`src/rtl/truth_table_scanner.sv`:
```
// Sequential truth-table extractor: sweeps every input combination, records f_a's minterms and ones count,
// and checks f_a against f_b. Optional macro SCAN_STOP_ON_DIFF_EN ends the scan at the first mismatch.
module truth_table_scanner #(
    parameter int N      = 4,
    parameter int SETTLE = 1
) (
    input  logic            clk,
    input  logic            rst_n,
    input  logic            start,
    output logic [N-1:0]    vars,
    input  logic            f_a,
    input  logic            f_b,
    output logic            busy,
    output logic            done,
    output logic [2**N-1:0] minterms,
    output logic [N:0]      ones_cnt,
    output logic            equal,
    output logic [N-1:0]    first_diff
);

    localparam int          M        = 2**N;
    localparam logic [N-1:0] LAST_IDX = N'(M - 1);
    localparam logic [3:0]  CNT_LAST = 4'(SETTLE - 1);

    typedef enum logic [1:0] {IDLE, APPLY, SAMPLE, DONE} state_t;

    state_t         state_q, state_d;
    logic [N-1:0]   idx_q, idx_d;
    logic [3:0]     cnt_q, cnt_d;
    logic [N-1:0]   vars_q, vars_d;
    logic           busy_q, busy_d;
    logic           done_q, done_d;
    logic [M-1:0]   minterms_q, minterms_d;
    logic [N:0]     ones_q, ones_d;
    logic           equal_q, equal_d;
    logic [N-1:0]   first_diff_q, first_diff_d;
    logic           mismatch;
    logic           stop_scan;

    assign mismatch = (f_a != f_b);

`ifdef SCAN_STOP_ON_DIFF_EN
    assign stop_scan = (idx_q == LAST_IDX) || mismatch;
`else
    assign stop_scan = (idx_q == LAST_IDX);
`endif

    always_comb begin
        state_d      = state_q;
        idx_d        = idx_q;
        cnt_d        = cnt_q;
        vars_d       = vars_q;
        minterms_d   = minterms_q;
        ones_d       = ones_q;
        equal_d      = equal_q;
        first_diff_d = first_diff_q;
        case (state_q)
            IDLE: begin
                // Previous results stay visible until the next scan clears them here.
                if (start) begin
                    state_d      = APPLY;
                    idx_d        = '0;
                    vars_d       = '0;
                    cnt_d        = '0;
                    minterms_d   = '0;
                    ones_d       = '0;
                    equal_d      = 1'b1;
                    first_diff_d = '0;
                end
            end
            APPLY: begin
                if (cnt_q == CNT_LAST) begin
                    state_d = SAMPLE;
                    cnt_d   = '0;
                end else begin
                    cnt_d = cnt_q + 4'd1;
                end
            end
            SAMPLE: begin
                minterms_d[idx_q] = f_a;
                ones_d            = ones_q + {{N{1'b0}}, f_a};
                if (mismatch && equal_q) begin
                    equal_d      = 1'b0;
                    first_diff_d = idx_q;
                end
                if (stop_scan) begin
                    state_d = DONE;
                end else begin
                    idx_d   = idx_q + 1'b1;
                    vars_d  = idx_q + 1'b1;
                    state_d = APPLY;
                end
            end
            default: state_d = IDLE;
        endcase
        busy_d = (state_d == APPLY) || (state_d == SAMPLE);
        done_d = (state_d == DONE);
    end

    always_ff @(posedge clk or negedge rst_n) begin
        if (!rst_n) begin
            state_q      <= IDLE;
            idx_q        <= '0;
            cnt_q        <= '0;
            vars_q       <= '0;
            busy_q       <= 1'b0;
            done_q       <= 1'b0;
            minterms_q   <= '0;
            ones_q       <= '0;
            equal_q      <= 1'b0;
            first_diff_q <= '0;
        end else begin
            state_q      <= state_d;
            idx_q        <= idx_d;
            cnt_q        <= cnt_d;
            vars_q       <= vars_d;
            busy_q       <= busy_d;
            done_q       <= done_d;
            minterms_q   <= minterms_d;
            ones_q       <= ones_d;
            equal_q      <= equal_d;
            first_diff_q <= first_diff_d;
        end
    end

    assign vars       = vars_q;
    assign busy       = busy_q;
    assign done       = done_q;
    assign minterms   = minterms_q;
    assign ones_cnt   = ones_q;
    assign equal      = equal_q;
    assign first_diff = first_diff_q;

endmodule

```
`config.mk`:
```
export PLATFORM = sky130hd
export DESIGN_NAME = truth_table_scanner
export DESIGN_NICKNAME = d
export VERILOG_FILES = /design/src/rtl/truth_table_scanner.sv
export SDC_FILE = /design/constraint.sdc
export NUM_CORES = 1
export LEC_CHECK = 0
export CELL_PAD_IN_SITES_DETAIL_PLACEMENT = 0
export CELL_PAD_IN_SITES_GLOBAL_PLACEMENT = 1
export CORE_AREA = 2 2 74 76
export CTS_BUF_LIST = sky130_fd_sc_hd__clkbuf_4 sky130_fd_sc_hd__clkbuf_8 sky130_fd_sc_hd__clkbuf_16
export CTS_CLUSTER_DIAMETER = 50
export DETAILED_ROUTE_END_ITERATION = 7
export DIE_AREA = 0 0 76 78
export GPL_TIMING_DRIVEN = 0
export HOLD_SLACK_MARGIN = 0.15
export MAX_ROUTING_LAYER = met4
export PLACE_DENSITY_LB_ADDON = 0.1
export SLEW_MARGIN = 20
export SYNTH_ARGS = -nofsm -noshare
export SYNTH_HDL_FRONTEND = slang
export SYNTH_SLANG_ARGS = --single-unit
```
`constraint.sdc`:
```
create_clock -name clk -period 2.2 [get_ports clk]
set_input_delay 0.33 -clock clk [delete_from_list [all_inputs] [get_ports clk]]
set_output_delay 0.33 -clock clk [all_outputs]
set_load 0.02 [all_outputs]
```
==> qor.yml <==
worst_setup_path:
  cp.required_ns: 2.38
  critical_path_class: "reg -> reg"
  crit_path_start: "cnt_q[0]"
  end_kind: "flip-flop"
  worstPathArrival_ns: 2.03
  rr_startpoint: "cnt_q[0]"
  cp-start-kind: "flip-flop"
  worstRegToRegCells: 5
  critPathMaxFanout: 5
outcome:
  status: "complete, no violations"
grt:
  track_usage_pct: 17.5
  grt_pass1_vias: 1545
  grt_pass1_wl_um: 7890
  grt_max_degree: 21
  overflow: 0
  antenna_found_initial: 0
clock_tree:
  cts_tree: "yes"
  cts_buffer_depth: 2
  ctsHoldBuffers: 1
  clk_latency_ns: 0.29
  clk_pin_slew_ns: 0.08
  post_cts_buffers: 0
  cts_sinks: 38
  clockRootBuffer: "clkbuf_8"
  numCtsBuffers: 5
  cts_resized: 0
  cts.htree.levels: 2
timing:
  report.final.hold_viol_count: 0
  worstMarginPinSlew_ns: 0.492
  rsz0062_at_grt: "no"
  final.period_utilization_pct: 84.3
  timing.fmax_mhz: 539
  setup_tns_ns: 0
  max_slew_margin_pct: 67.2
  hold-worst-slack_ns: 0.488
  period_needed_ns: 1.85
  slew_viol_final: 0
  setup_viol: 0
  skew_ns: 0.00728
drt:
  vias: 1643
  drt_first_pass_iters: 4
  routed_wl_um: 4670
  drt_iter0_markers: 76
  wl_per_cell_um: 14.8
  route.detailed.drc: 0
  ant_nets: 0
  avgViaCountPerCell: 5.22
floorplan:
  ios: 37
  core-area_sq_mm: 0.00504
  die_w_um: 76
  chipHeight_um: 78
  start_util_pct: 38.6
  fp-row-count: 26
  dieArea_sq_mm: 0.00593
logic_synthesis:
  synth_nets: 213
  synth_area_leader_cell: "dfrtp_1"
  synth.distinct_cells: 30
  synth_area_sq_mm: 0.00194
  async_flop_share_pct: 100
  synth-edff-count: 0
  synth_seq_cells: 38
  yosysMostFrequentCell: "dfrtp_1"
  seq_area_frac_synth_pct: 48.9
  yosys_warnings: 0
  synth_flop_cell: "dfrtp_1"
  synth_area_per_cell_sq_um: 9.77
  synth_area_leaders: "dfrtp_1 49%, ha_1 5.8%, a21oi_1 4.9%, o22ai_1 4.8%, inv_1 4.2%"
  synth_cells: 199
  synth_top_area_share_pct: 48.9
  synth_common_cells: "38 x dfrtp_1, 22 x inv_1, 19 x a21oi_1"
pwr:
  p_leak_nw: 1.12
  ir_drop_mv: 0.786
  power_density_mw_per_mm2: 1170
cells_and_area:
  final_net_count: 258
  drive_gt1_share_pct: 11.8
  final_core_util_pct: 50.0
  area_growth_pct: 29.6
  n_antenna_cell: 0
worst_hold_path:
  min_path_type: "reg -> reg"
  hp-start: "ones_cnt[4]"
  worstHoldPathCells: 1
placed_design:
  gp_congestion: 0.798
  portBuffers: 36
  dp_hpwl_um: 3370
flow_run:
  drv_cap: 0
## through the flow
step                cells  setup slack (ns)  power [mW]  area [sq um]
floorplan             199             0.531        1.85          1940
global placement      305            -0.152        2.45          2390
detailed placement    306             0.333        2.45          2410
CTS                   315             0.325        2.97          2520
global route          315             0.218        3.15          2520
finish                315             0.346        2.95          2520
## cell families after synthesis
family                   after synthesis  share of synthesized area (%)
AND/OR/NAND/NOR                       58                           17.2
AO/OA/AOI/OAI                         53                           16.1
flip-flops                            38                           48.9
buffers and inverters                 34                           8.43
adder cells (fa/ha/maj)                9                           5.79
multiplexers                           6                           3.09
XOR/XNOR                               1                          0.451
## final timing paths
kind | slack (ns) | end
hold / removal | 0.49 | ones_cnt[4]
setup reg to reg | 0.35 | busy
hold reg to reg | 0.49 | ones_cnt[4]
max in group asynchronous | 1.20 | minterms[7]
min in group asynchronous | 0.54 | cnt_q[1]
setup / recovery | 0.35 | busy
## metal layers
layer / share of wire, % / wire (um) / global-route usage (%) / vias up
met5: 0 / 0 / - / -
met4: 2.2 / 101 / 7.27 / 0
met3: 3.6 / 170 / 2.79 / 11
met2: 45 / 2110 / 26.8 / 43
met1: 49 / 2290 / 23.4 / 795
li1: - / - / - / 794
## registers in the layout, summed over array words and instances, names as in the netlist
name        count
state_q         2
equal           1
minterms       16
vars            4
done            1
busy            1
first_diff      4
cnt_q           4
ones_cnt        5
## placed cells by master, fill, tap and decap left out, types with 2 or more instances in the layout
master | netlist | final
dfrtp_1 | 38 | 38
clkdlybuf4s50_1 | 0 | 35
inv_1 | 22 | 22
a21oi_1 | 19 | 19
o22ai_1 | 15 | 15
nand2_1 | 14 | 14
nand3_1 | 13 | 13
buf_2 | 8 | 9
o21ai_0 | 9 | 9
ha_1 | 9 | 9
nand3b_1 | 8 | 8
mux2i_1 | 6 | 6
clkbuf_8 | 0 | 6
or3b_2 | 5 | 5
nand2b_1 | 4 | 4
nand4_1 | 4 | 4
nor2b_1 | 3 | 3
buf_6 | 3 | 3
and3_1 | 3 | 3
a22o_1 | 3 | 3
o21bai_1 | 2 | 2
## report_power, final
part / leakage (nW) / switching [mW] / internal (mW)
clock network: 0.0517 / 0.241 / 0.265
logic: 0.567 / 0.757 / 0.621
registers: 0.503 / 0.172 / 0.890
total: 1.12 / 1.17 / 1.78
## area by class of cell
type | instances | area, sq um
fillers | 483 | 2520
plain buffers | 12 | 81.3
inverters | 22 | 82.6
clock buffers | 7 | 90.1
multi-input cells | 127 | 830
well taps | 70 | 87.6
repair buffers | 38 | 393
flip-flops and latches | 38 | 951
clock inverters | 1 | 5.00
## critical path: stages (launching register included)
cell and delay (ns):
dfrtp_1 0.42, inv_1 0.07, ha_1 0.14, or3b_2 0.48
o31ai_1 0.33, ha_1 0.30
(Power assumes the default switching activity.)
